File: src/rtl/dct_frame_sequencer.sv
// Frame sequencer for the 16-point DCT core: gathers 16 samples, feeds mirrored
// pairs, captures indexed coefficient pairs and replays them in index order.
module dct_frame_sequencer #(
  parameter int DATA_W  = 8,
  parameter int COEF_W  = 24,
  parameter int TIMEOUT = 64
) (
  input  logic              clk,
  input  logic              reset,
  input  logic              in_valid,
  output logic              in_ready,
  input  logic [DATA_W-1:0] in_data,
  output logic              dct_start,
  output logic [DATA_W-1:0] dct_in_a,
  output logic [DATA_W-1:0] dct_in_b,
  input  logic [COEF_W-1:0] dct_out_a,
  input  logic [COEF_W-1:0] dct_out_b,
  input  logic [3:0]        dct_index_a,
  input  logic [3:0]        dct_index_b,
  input  logic              dct_output_en,
  output logic              coef_valid,
  input  logic              coef_ready,
  output logic [COEF_W-1:0] coef_data,
  output logic [3:0]        coef_index,
  output logic              coef_last,
  output logic              busy,
  output logic              err_timeout
);

  localparam int WD_W = $clog2(TIMEOUT + 1);

  typedef enum logic [2:0] {LOAD, FEED, WAIT, CAPTURE, DRAIN} state_t;

  state_t            state;
  logic [3:0]        cnt;
  logic [3:0]        k;
  logic [2:0]        pcnt;
  logic [WD_W-1:0]   wd;
  logic [DATA_W-1:0] sbuf [16];
  logic [COEF_W-1:0] res  [16];
  logic              accept;
  logic              cap;
  logic [COEF_W-1:0] res0_nxt;

  assign accept = (state == LOAD) && in_valid && in_ready;
  assign cap    = ((state == WAIT) || (state == CAPTURE)) && dct_output_en;

  // res[0] as it will be after this cycle's capture, so the first coefficient
  // can be presented on the edge that completes the last pair.
  always_comb begin
    res0_nxt = res[0];
    if (cap && dct_index_a == 4'd0) res0_nxt = dct_out_a;
    if (cap && dct_index_b == 4'd0) res0_nxt = dct_out_b;
  end

  // Storage needs no reset; B is written last so it wins on an index collision.
  always_ff @(posedge clk) begin
    if (accept) sbuf[cnt] <= in_data;
    if (cap) begin
      res[dct_index_a] <= dct_out_a;
      res[dct_index_b] <= dct_out_b;
    end
  end

  always_ff @(posedge clk) begin
    if (reset) begin
      state       <= LOAD;
      cnt         <= '0;
      k           <= '0;
      pcnt        <= '0;
      wd          <= '0;
      in_ready    <= 1'b1;
      dct_start   <= 1'b0;
      dct_in_a    <= '0;
      dct_in_b    <= '0;
      coef_valid  <= 1'b0;
      coef_data   <= '0;
      coef_index  <= '0;
      coef_last   <= 1'b0;
      busy        <= 1'b0;
      err_timeout <= 1'b0;
    end else begin
      dct_start <= 1'b0;
      case (state)
        LOAD: begin
          if (accept) begin
            cnt <= cnt + 4'd1;
            if (cnt == 4'd15) begin
              // Sample 15 is still in flight to sbuf, so take it straight from the bus.
              state     <= FEED;
              in_ready  <= 1'b0;
              busy      <= 1'b1;
              dct_start <= 1'b1;
              dct_in_a  <= sbuf[0];
              dct_in_b  <= in_data;
              k         <= '0;
              cnt       <= '0;
            end
          end
        end
        FEED: begin
          if (k == 4'd7) begin
            dct_in_a <= '0;
            dct_in_b <= '0;
            state    <= WAIT;
            wd       <= '0;
            pcnt     <= '0;
          end else begin
            dct_in_a <= sbuf[k + 4'd1];
            dct_in_b <= sbuf[4'd14 - k];
            k        <= k + 4'd1;
          end
        end
        WAIT, CAPTURE: begin
          if (dct_output_en) begin
            wd    <= '0;
            pcnt  <= pcnt + 3'd1;
            state <= CAPTURE;
            if (pcnt == 3'd7) begin
              state      <= DRAIN;
              coef_valid <= 1'b1;
              coef_index <= '0;
              coef_data  <= res0_nxt;
              coef_last  <= 1'b0;
            end
          end else if (wd == WD_W'(TIMEOUT - 1)) begin
            err_timeout <= 1'b1;
            state       <= LOAD;
            in_ready    <= 1'b1;
            busy        <= 1'b0;
            cnt         <= '0;
          end else begin
            wd <= wd + 1'b1;
          end
        end
        DRAIN: begin
          if (coef_ready) begin
            if (coef_index == 4'd15) begin
              coef_valid <= 1'b0;
              coef_last  <= 1'b0;
              coef_index <= '0;
              coef_data  <= '0;
              state      <= LOAD;
              in_ready   <= 1'b1;
              busy       <= 1'b0;
              cnt        <= '0;
            end else begin
              coef_index <= coef_index + 4'd1;
              coef_data  <= res[coef_index + 4'd1];
              coef_last  <= (coef_index == 4'd14);
            end
          end
        end
        default: state <= LOAD;
      endcase
    end
  end

endmodule

File: config.mk
export PLATFORM = sky130hd
export DESIGN_NAME = dct_frame_sequencer
export DESIGN_NICKNAME = d
export VERILOG_FILES = /design/src/rtl/dct_frame_sequencer.sv
export SDC_FILE = /design/constraint.sdc
export NUM_CORES = 1
export LEC_CHECK = 0
export ABC_AREA = 1
export BUFFER_PORTS_ARGS = -buffer_cell sky130_fd_sc_hd__buf_4
export CORE_AREA = 2 2 325 327
export DETAILED_ROUTE_END_ITERATION = 8
export DIE_AREA = 0 0 327 329
export SLEW_MARGIN = 20
export SYNTH_ARGS = -nofsm -noshare
export SYNTH_HDL_FRONTEND = slang
export SYNTH_SLANG_ARGS = --single-unit
File: constraint.sdc
create_clock -name clk -period 3.7 [get_ports clk]
set_clock_uncertainty 0.05 [all_clocks]
set_input_delay 0.185 -clock clk [delete_from_list [all_inputs] [get_ports clk]]
set_output_delay 0.185 -clock clk [all_outputs]
set_load 0.01 [all_outputs]
==> impl_metrics.csv, run 1 <==
group,metric,value,unit
status,status,"complete, no violations",
setup_path,cp-end-kind,"register",
yosys,yosys.cell_count.top_type,"nand2_1",
global_routing,grt_pass1_wl,155,mm
detailed_routing,dr.max_layer_used,"met5",
cells_and_area,diodes,0,
placed_design,placed_area,33200,um^2
cells_and_area,num-nets-final,3939,
detailed_routing,dr_total_vias,26774,
pwr,powerDensity,397,nW/um^2
setup_path,worstPathCellList,"inv_2, nand3_4, buf_4, nor2_2, inv_1, buf_4, nand2_1, nand2_1, dlygate4sd3_1",
cts,hold_buffers,76,
global_routing,grt_max_degree,225,
yosys,synth.avg_cell_area,8.08,um^2
placed_design,hpwlAfterDp,62.9,mm
timing,min_period_over_period,80.4,%
global_routing,antenna_found_initial,3,
cts,clock_sinks,583,
detailed_routing,vias_per_cell,5.05,
pwr,ir_drop,0.323,mV
detailed_routing,post_drt_wl_per_cell,19.5,um
pwr,intPower,0.0111,W
timing,rsz0062_at_grt,"false",
pwr,p_sw,0.00322,W
setup_path,path_max_fanout,25,
die,dieArea,108000,um^2
setup_path,max_stage_delay,0.59,ns
timing,setup_viol_count_final,0,
yosys,synth_area,31100,um^2
yosys,synth_edf_count,512,
yosys,ys_ff_latch,583,
yosys,synth_top_area_share,49.4,%
cells_and_area,design_area,36100,um^2
detailed_routing,antenna_left,0,
yosys,synthTopCellsByCount,"nand2_1 (1245), edfxtp_1 (512), o21ai_0 (500)",
cts,cts_tree,"done",
yosys,ys_top_cells_by_area,"edfxtp_1 (49%), nand2_1 (15%), o21ai_0 (8.0%)",
setup_path,r2r-start,"state[2]$_SDFFE_PP0P_",
detailed_routing,route.met2.wl,47.4,mm
die,io_pins,119,
cts,ctsResizeCount,0,
setup_path,crit_required,4.14,ns
setup_path,cp-start-kind,"register",
die,coreArea,104000,um^2
detailed_routing,drtPass1Iterations,7,
yosys,synthArstFlopShare,0,%
die,die_h,329,um
setup_path,crit_type,"reg2reg",
cts,post_cts_buffers,0,
cts,cts_buffers,66,
cts,clk_latency,0.62,ns
detailed_routing,dr.first_iter.drc_count,3327,
timing,slew_headroom,11.9,%
yosys,yosysUniqueCellTypes,38,
cells_and_area,final_layout_size_suffix_gt1_share,8.92,%
setup_path,startpoint,"state[2]$_SDFFE_PP0P_",
pwr,p_clk_share,45.9,%
hold_path,min-delay-start,"in_valid",
pwr,p_sw_share,22.5,%
global_routing,grt.total_usage,18.7,%
yosys,synth_nets,3929,
detailed_routing,wirelength,103,mm
detailed_routing,dr_wl_met3,9.66,mm
cts,clock_path_buffers,3,
global_routing,grt_pass1_vias,24479,
cts,clockRootBuffer,"clkbuf_16",
yosys,yosys.area.top_type,"edfxtp_1",
cts,clkTransAtPathRegs,0.06,ns
yosys,synth_cells,3850,
yosys,ys.flop_type,"edfxtp_1",
timing,max_slew.worst_pin.slew,1.32,ns
run,cap_violations,0,
detailed_routing,drc,0,
placed_design,gp_congestion,0.859,
timing,layout_min_cycle_time,2.98,ns
placed_design,io_buffer_count,118,
global_routing,grt-ovfl-total,0,
die,die_w,327,um
timing,max_freq,336,MHz
timing,layout_setup_ws,0.723,ns
timing,totalNegativeSetupSlack,0,ns
detailed_routing,m1WireLength,43.8,mm
yosys,seq_area_frac_synth,54.0,%
timing,holdWs,0.0259,ns
cells_and_area,syn2layout_area_growth,16.1,%
pwr,combPwrFrac,4.1,%
cells_and_area,fillers,10598,
die,row_count,119,
pwr,power_leakage,15.3,nW
setup_path,crit_slowest_cell,"inv_1",
yosys,yosys_warnings,0,
timing,slew_viol_final,0,
placed_design,place_ws,0.992,ns
die,initial_core_util,29.8,%
pwr,seqPwrFrac,50.0,%
hold_path,hp-class,"in2reg",
setup_path,cp.arrival,3.42,ns
cts,cts.htree.levels,3,
timing,finalHoldViolations,0,
## kinds of logic (layout without fill, tap and decap cells)
logic type,Yosys count,count (layout),synth area share [%]
AO/OA/AOI/OAI,697,697,11.6
XOR/XNOR,6,6,0.217
adder cells (fa/ha/maj),10,10,0.402
buffers and inverters,743,806,9.41
flip-flops,583,583,54.0
AND/OR/NAND/NOR,1811,1811,24.3
## final timing paths
path	depth (start not counted)	endpoint	slack, ns
worst max-delay path	9	res[0][15]$_DFFE_PP_	0.72
worst max register to register	9	res[0][15]$_DFFE_PP_	0.72
worst min-delay path	5	cnt[1]$_SDFFE_PP0P_	0.03
worst min register to register	2	wd[6]$_SDFFE_PP0P_	0.39
## power by group through the flow
stage               combinational (W)  clock (W)  sequential (W)
floorplan                    0.000290          0         0.00731
global placement             0.000498          0         0.00731
detailed placement           0.000511          0         0.00731
CTS                          0.000579    0.00663         0.00717
global route                 0.000653    0.00687         0.00717
finish                       0.000588    0.00657         0.00717
## stage by stage
stage	total power [W]	instances	util, %
finish	0.0143	5304	34.6
CTS	0.0144	5304	34.6
floorplan	0.00760	3850	-
global placement	0.00780	5107	31.8
detailed placement	0.00782	5107	31.8
global route	0.0147	5304	34.6
## layer usage
| layer | GRT usage [%] | up-vias |
|---|---|---|
| met3 | 3.02 | 173 |
| met4 | 5.27 | 6 |
| met5 | 0 | - |
| met1 | 26.2 | 12603 |
| li1 | - | 12669 |
| met2 | 30.0 | 1323 |
## critical path, delay by kind of cell (launching register included)
kind | cells | cell delay, ns
buffers and inverters | 5 | 1.95
flip-flops | 1 | 0.50
AND/OR/NAND/NOR | 4 | 0.30
## final cells by class
class                           instances  area, um^2  share of cell area, %
Tap cell                             1391        1740                   4.82
Timing Repair Buffer                  250        2130                   5.90
Multi-Input combinational cell       2524       11700                   32.4
Inverter                              435        1640                   4.54
Sequential cell                       583       16800                   46.6
Clock inverter                         28         278                  0.770
Clock buffer                           93        1820                   5.05
## state kept, by name, summed over array words and instances (netlist names)
name         flops
sbuf           128
busy             1
state            3
res            384
coef_valid       1
dct_start        1
k                4
wd               7
err_timeout      1
pcnt             3
dct_in_b         8
coef_last        1
coef_data       24
coef_index       4
cnt              4
dct_in_a         8
in_ready         1
## cell usage in the layout, fill, tap and decap left out, types with 4 or more instances in the layout
master         instances
nand3_2               24
nand2_2               12
nor3_1                 4
nor2_4                 4
clkbuf_8               7
edfxtp_1             512
dfxtp_1               69
clkbuf_16             66
o21a_1                23
bufinv_16              4
o21ai_0              485
nand4_1                5
nand3_1              430
o211ai_1              24
buf_12                 5
a21oi_1              127
nand2_1             1237
clkbuf_1              20
inv_1                424
o21ai_4               15
clkinv_2               7
ha_1                   8
clkinv_1              10
nor2_1                86
o21ai_1               19
inv_6                  5
inv_2                  9
dlygate4sd3_1         76
buf_4                169
(Power assumes the default switching activity.)
==> run 2, diff against run 1 <==
--- a/config.mk
+++ b/config.mk
@@ -5,11 +5,11 @@
 export SDC_FILE = /design/constraint.sdc
 export NUM_CORES = 1
 export LEC_CHECK = 0
-export ABC_AREA = 1
+export ABC_AREA = 0
 export BUFFER_PORTS_ARGS = -buffer_cell sky130_fd_sc_hd__buf_4
-export CORE_AREA = 2 2 325 327
+export CORE_AREA = 2 2 316 318
 export DETAILED_ROUTE_END_ITERATION = 8
-export DIE_AREA = 0 0 327 329
+export DIE_AREA = 0 0 318 320
 export SLEW_MARGIN = 20
 export SYNTH_ARGS = -nofsm -noshare
 export SYNTH_HDL_FRONTEND = slang
==> constraint.sdc (replaced) <==
create_clock -name clk -period 3.1 [get_ports clk]
set_clock_uncertainty 0.05 [all_clocks]
set_input_delay 0.155 -clock clk [delete_from_list [all_inputs] [get_ports clk]]
set_output_delay 0.155 -clock clk [all_outputs]
set_load 0.01 [all_outputs]
==> impl_metrics.csv, run 2 <==
group,metric,value,unit
timing,max_freq,331,MHz
cts,cts.htree.levels,3,
yosys,synth_cells,2097,
pwr,seqPwrFrac,48.6,%
yosys,yosys_warnings,0,
pwr,p_sw_share,23.1,%
cells_and_area,largest_reg_flops,384,
timing,holdWs,0.0893,ns
pwr,ir_drop,0.404,mV
timing,max_slew.worst_pin.slew,0.977,ns
placed_design,gp_congestion,0.876,
cells_and_area,num-nets-final,2348,
cts,cts_buffers,66,
pwr,powerDensity,506,nW/um^2
detailed_routing,antenna_left,0,
placed_design,dp_cells,3415,
cells_and_area,top_register,"res",
pwr,p_sw,0.00411,W
yosys,synth_edf_count,512,
yosys,yosysUniqueCellTypes,59,
detailed_routing,drc,0,
detailed_routing,dr_total_vias,19790,
yosys,synthArstFlopShare,0,%
setup_path,worstPathCellList,"and3b_2, nand3b_1, buf_4, nor2_4, buf_4, mux2_2, dlygate4sd3_1",
global_routing,antenna_found_initial,5,
cts,clockRootBuffer,"clkbuf_16",
hold_path,hp-class,"in2reg",
setup_path,crit_type,"reg2reg",
die,dieArea,102000,um^2
yosys,synth.avg_cell_area,14.0,um^2
global_routing,grt_pass1_wl,131,mm
setup_path,cp-start-kind,"register",
setup_path,critPathBufInv,3,
timing,rsz0062_at_grt,"false",
detailed_routing,drtPass1Iterations,6,
yosys,synth_nets,2176,
pwr,p_clk_share,43.8,%
cells_and_area,final_layout_size_suffix_gt1_share,33.7,%
cts,clk_latency,0.62,ns
detailed_routing,post_drt_wl_per_cell,24.8,um
setup_path,crit_required,3.43,ns
placed_design,io_buffer_count,118,
pwr,intPower,0.0137,W
cts,clkTransAtPathRegs,0.06,ns
die,die_w,318,um
setup_path,path_common_cell,"buf_4",
pwr,power_leakage,12.8,nW
detailed_routing,vias_per_cell,5.48,
die,io_pins,119,
run,cap_violations,0,
yosys,synth_top_area_share,52.4,%
yosys,yosys.cell_count.top_type,"edfxtp_1",
cts,post_cts_buffers,0,
timing,slew_viol_final,0,
cells_and_area,stdcell_count,3611,
cells_and_area,multiInputGateArea,12100,um^2
detailed_routing,dr.first_iter.drc_count,2119,
die,coreArea,98000,um^2
global_routing,grt.total_usage,17.2,%
cts,cts_tree,"done",
yosys,synth_area,29300,um^2
global_routing,use_met1,22.3,%
global_routing,grt_pass1_vias,20087,
timing,layout_min_cycle_time,3.02,ns
yosys,ys.flop_type,"edfxtp_1",
global_routing,grt_max_degree,68,
timing,setup_viol_count_final,0,
global_routing,grt.busiest_layer,"met2",
status,status,"complete, no violations",
cells_and_area,reg_top3,"res (384), sbuf (128), coef_data (24)",
setup_path,max_stage_delay,0.56,ns
global_routing,grtUsageMet3,3.57,%
cells_and_area,syn2layout_area_growth,20.2,%
setup_path,cp-end-kind,"register",
setup_path,crit_slowest_cell,"dlygate4sd3_1",
setup_path,critical_path.top_delay_family,"buffers and inverters",
pwr,combPwrFrac,7.6,%
cts,clock_path_buffers,3,
cells_and_area,final_cell_mix,"edfxtp_1 (512), mux2_2 (384), mux2i_1 (253)",
yosys,ys_top_cells_by_area,"edfxtp_1 (52%), mux2_2 (15%), mux2i_1 (8.6%)",
global_routing,grt_util_met2,28.5,%
timing,finalHoldViolations,0,
detailed_routing,wirelength,89.6,mm
timing,min_period_over_period,97.4,%
cells_and_area,fillers,9260,
placed_design,hpwlAfterDp,55.8,mm
timing,totalNegativeSetupSlack,0,ns
setup_path,path_max_fanout,15,
cts,clock_sinks,583,
cells_and_area,seqCellArea,16800,um^2
die,die_h,320,um
die,initial_core_util,29.9,%
yosys,synthTopCellsByCount,"edfxtp_1 (512), mux2_2 (384), mux2i_1 (253)",
yosys,yosys.area.top_type,"edfxtp_1",
cells_and_area,final_common_cell,"edfxtp_1",
setup_path,cp.arrival,3.35,ns
yosys,seq_area_frac_synth,57.2,%
global_routing,grt-ovfl-total,0,
die,row_count,115,
timing,slew_headroom,34.9,%
yosys,ys_ff_latch,583,
[run 2: stage by stage]
stage	instance area, um^2	worst slack (ns)	utilization, %	total power [W]
floorplan	29300	-0.287	-	0.00960
detailed placement	32400	0.317	33.0	0.0101
global route	35300	0.0371	36.0	0.0184
finish	35300	0.0806	36.0	0.0178
CTS	35300	0.0447	36.0	0.0179
global placement	32400	0.267	33.0	0.0100
[run 2: power groups by stage]
| stage | logic, W | clock network, W | registers, W |
|---|---|---|---|
| finish | 0.00135 | 0.00782 | 0.00866 |
| floorplan | 0.000789 | 0 | 0.00881 |
| CTS | 0.00134 | 0.00794 | 0.00866 |
| global route | 0.00144 | 0.00826 | 0.00866 |
| global placement | 0.00121 | 0 | 0.00882 |
| detailed placement | 0.00125 | 0 | 0.00882 |
[run 2: tightest hold or removal path, stage by stage]
cell and delay, ns:
buf_4 0.17, nor3_4 0.11, mux2_2 0.23
[run 2: cells by family after synthesis]
logic type,after synthesis,synth area share (%)
flip-flops,583,57.2
AND/OR/NAND/NOR,292,5.00
XOR/XNOR,11,0.354
AO/OA/AOI/OAI,329,7.95
adder cells (fa/ha/maj),10,0.426
multiplexers,671,26.1
buffers and inverters,201,2.98
[run 2: final timing paths]
kind                                             from                    to  slack [ns]  depth (start not counted)
worst max-delay path            state[2]$_SDFFE_PP0P_  res[11][8]$_DFFE_PP_        0.08                          7
worst min-delay path                   dct_index_b[0]   res[8][1]$_DFFE_PP_        0.09                          3
worst max register to register  state[2]$_SDFFE_PP0P_  res[11][8]$_DFFE_PP_        0.08                          7
worst min register to register     wd[6]$_SDFFE_PP0P_    wd[6]$_SDFFE_PP0P_        0.39                          2
[run 2: what timing repair did]
| item | 4_1_cts | 5_1_grt |
|---|---|---|
| hold buffers | 73 | 0 |
| hold endpoints to repair | 539 | 0 |
| endpoints found under the setup margin | 0 | 12 |
| resized for setup | 0 | 2 |
[run 2: cell type report]
| cell class | instances | share of cell area, % |
|---|---|---|
| Sequential cell | 583 | 47.6 |
| Multi-Input combinational cell | 1313 | 34.2 |
| Timing Repair Buffer | 297 | 7.41 |
| Clock buffer | 90 | 5.15 |
| Tap cell | 1287 | 4.57 |
| Clock inverter | 31 | 0.965 |
| Inverter | 8 | 0.0852 |
| Antenna cell | 2 | 0.0142 |
[run 2: per-layer routing]
layer,wire length (um),up-vias
met1,37700,10137
met5,34,-
li1,-,8633
met2,42600,823
met3,6300,191
met4,2930,6
==> run 3, diff against run 2 <==
==> constraint.sdc (replaced) <==
create_clock -name clk -period 3.85 [get_ports clk]
set_clock_uncertainty 0.05 [all_clocks]
set_input_delay 0.1925 -clock clk [delete_from_list [all_inputs] [get_ports clk]]
set_output_delay 0.1925 -clock clk [all_outputs]
set_load 0.01 [all_outputs]
==> impl_metrics.csv, run 3 (synthesis gave the netlist of run 2 again) <==
group,metric,value,unit
status,status,"complete, no violations",
hold_path,hp-class,"in2reg",
global_routing,grt_pass1_wl,132,mm
cells_and_area,final_layout_size_suffix_gt1_share,32.4,%
setup_path,path_max_fanout,15,
global_routing,grt.total_usage,17.2,%
global_routing,grt_pass1_vias,20043,
die,die_w,318,um
hold_path,whs_endpoint,"cnt[2]$_SDFFE_PP0P_",
cts,clockRootBuffer,"clkbuf_16",
setup_path,worstPathCellList,"nand3b_1, or3_1, nor2_4, buf_12, mux2_2, dlygate4sd3_1",
die,row_count,115,
setup_path,cp-start-kind,"register",
die,initial_core_util,29.9,%
placed_design,hpwlAfterDp,53.8,mm
cells_and_area,final_common_cell,"edfxtp_1",
detailed_routing,antenna_left,0,
timing,finalHoldViolations,0,
setup_path,cp-end-kind,"register",
cells_and_area,syn2layout_area_growth,19.0,%
hold_path,hold_depth,5,
setup_path,crit_type,"reg2reg",
setup_path,max_stage_delay,0.75,ns
die,die_h,320,um
timing,layout_min_cycle_time,3.73,ns
cts,clk_latency,0.68,ns
run,cap_violations,0,
timing,slew_viol_final,0,
setup_path,crit_required,4.24,ns
setup_path,cp.arrival,4.12,ns
pwr,power_leakage,12.6,nW
timing,slew_headroom,22.6,%
die,io_pins,119,
global_routing,antenna_found_initial,6,
die,dieArea,102000,um^2
detailed_routing,wirelength,89.9,mm
detailed_routing,dr.first_iter.drc_count,2046,
setup_path,crit_slowest_cell,"or3_1",
cts,clock_path_buffers,3,
global_routing,grt_max_degree,68,
detailed_routing,post_drt_wl_per_cell,25.2,um
die,coreArea,98000,um^2
cts,cts_buffers,60,
detailed_routing,drc,0,
cells_and_area,num-nets-final,2312,
setup_path,rr_endpoint,"res[2][2]$_DFFE_PP_",
timing,max_freq,268,MHz
cts,cts.htree.levels,2,
pwr,ir_drop,0.393,mV
hold_path,min-delay-start,"in_valid",
setup_path,ff2ff_setup_slack,0.12,ns
timing,rsz0062_at_grt,"false",
detailed_routing,drtPass1Iterations,5,
detailed_routing,vias_per_cell,5.50,
cells_and_area,reg_top3,"res (384), sbuf (128), coef_data (24)",
detailed_routing,dr_total_vias,19661,
timing,min_period_over_period,96.9,%
cells_and_area,final_cell_mix,"edfxtp_1 (512), mux2_2 (384), mux2i_1 (253)",
cells_and_area,largest_reg_flops,384,
pwr,powerDensity,402,nW/um^2
timing,max_slew.worst_pin.slew,1.16,ns
cts,clock_sinks,583,
placed_design,gp_congestion,0.840,
timing,holdWs,0.0721,ns
placed_design,io_buffer_count,118,
cts,clkTransAtPathRegs,0.06,ns
setup_path,r2r-start,"state[1]$_SDFFE_PP0P_",
setup_path,rr_worst_depth,6,
global_routing,grt-ovfl-total,0,
timing,totalNegativeSetupSlack,0,ns
timing,setup_viol_count_final,0,
cells_and_area,top_register,"res",
cts,cts_tree,"done",
-- run 3: worst max path at each step --
stage | depth (start not counted) | startpoint | end | slack, ns
2_1_floorplan | 5 | state[1]$_SDFFE_PP0P_ | res[6][0]$_DFFE_PP_ | 0.46
3_3_place_gp | 7 | state[1]$_SDFFE_PP0P_ | coef_data[2]$_SDFFE_PP0P_ | 0.73
3_5_place_dp | 4 | state[1]$_SDFFE_PP0P_ | res[4][0]$_DFFE_PP_ | 0.63
4_1_cts | 6 | state[2]$_SDFFE_PP0P_ | res[0][12]$_DFFE_PP_ | 0.17
5_1_grt | 6 | state[1]$_SDFFE_PP0P_ | res[9][6]$_DFFE_PP_ | 0.04
6_report | 6 | state[1]$_SDFFE_PP0P_ | res[2][2]$_DFFE_PP_ | 0.12
-- run 3: area by class of cell --
| type | count | area, um^2 |
|---|---|---|
| flip-flops and latches | 583 | 16800 |
| well taps | 1287 | 1610 |
| clock inverters | 30 | 343 |
| repair buffers | 267 | 2430 |
| inverters | 8 | 30.0 |
| clock buffers | 83 | 1660 |
| fillers | 9365 | 63100 |
| diodes | 2 | 5.00 |
| multi-input cells | 1313 | 12000 |
-- run 3: layer usage --
metal  wire, um  vias to the layer above  track usage [%]
met4       2680                        8             5.58
met3       7050                      178             3.13
met1      38400                    10068             23.4
met2      41700                      842             27.6
li1           -                     8565                -
met5         51                        -                0
-- run 3: worst max-delay path, delay by kind of cell (launching register included) --
| kind | cells | cell delay [ns] |
|---|---|---|
| and+or+nand+nor | 3 | 1.74 |
| muxes | 1 | 0.34 |
| buffers and inverters | 2 | 0.78 |
| DFF | 1 | 0.60 |
-- run 3: timing repair --
action,4_1_cts,5_1_grt
gates resized for setup,0,1
setup buffers,0,0
endpoints found under the hold margin,535,0
setup endpoints to repair,0,1
hold buffers,82,0
-- run 3: metrics by stage --
step | total power (W) | instance area, um^2 | std cells | worst slack (ns) | util (%)
final | 0.0140 | 34900 | 3573 | 0.119 | 35.6
after global routing | 0.0145 | 34900 | 3573 | 0.0383 | 35.6
after CTS | 0.0141 | 34900 | 3570 | 0.170 | 35.6
after detailed placement | 0.00810 | 32100 | 3375 | 0.629 | 32.7
after global placement | 0.00807 | 32000 | 3373 | 0.726 | 32.7
after floorplan | 0.00773 | 29300 | 2097 | 0.463 | -
-- run 3: power by group --
| group | internal (W) | switching (W) | leakage, nW | total [W] |
|---|---|---|---|---|
| Sequential | 0.00692 | 0.0000497 | 5.18 | 0.00697 |
| Clock | 0.00341 | 0.00258 | 0.973 | 0.00599 |
| Combinational | 0.000503 | 0.000578 | 6.40 | 0.00108 |
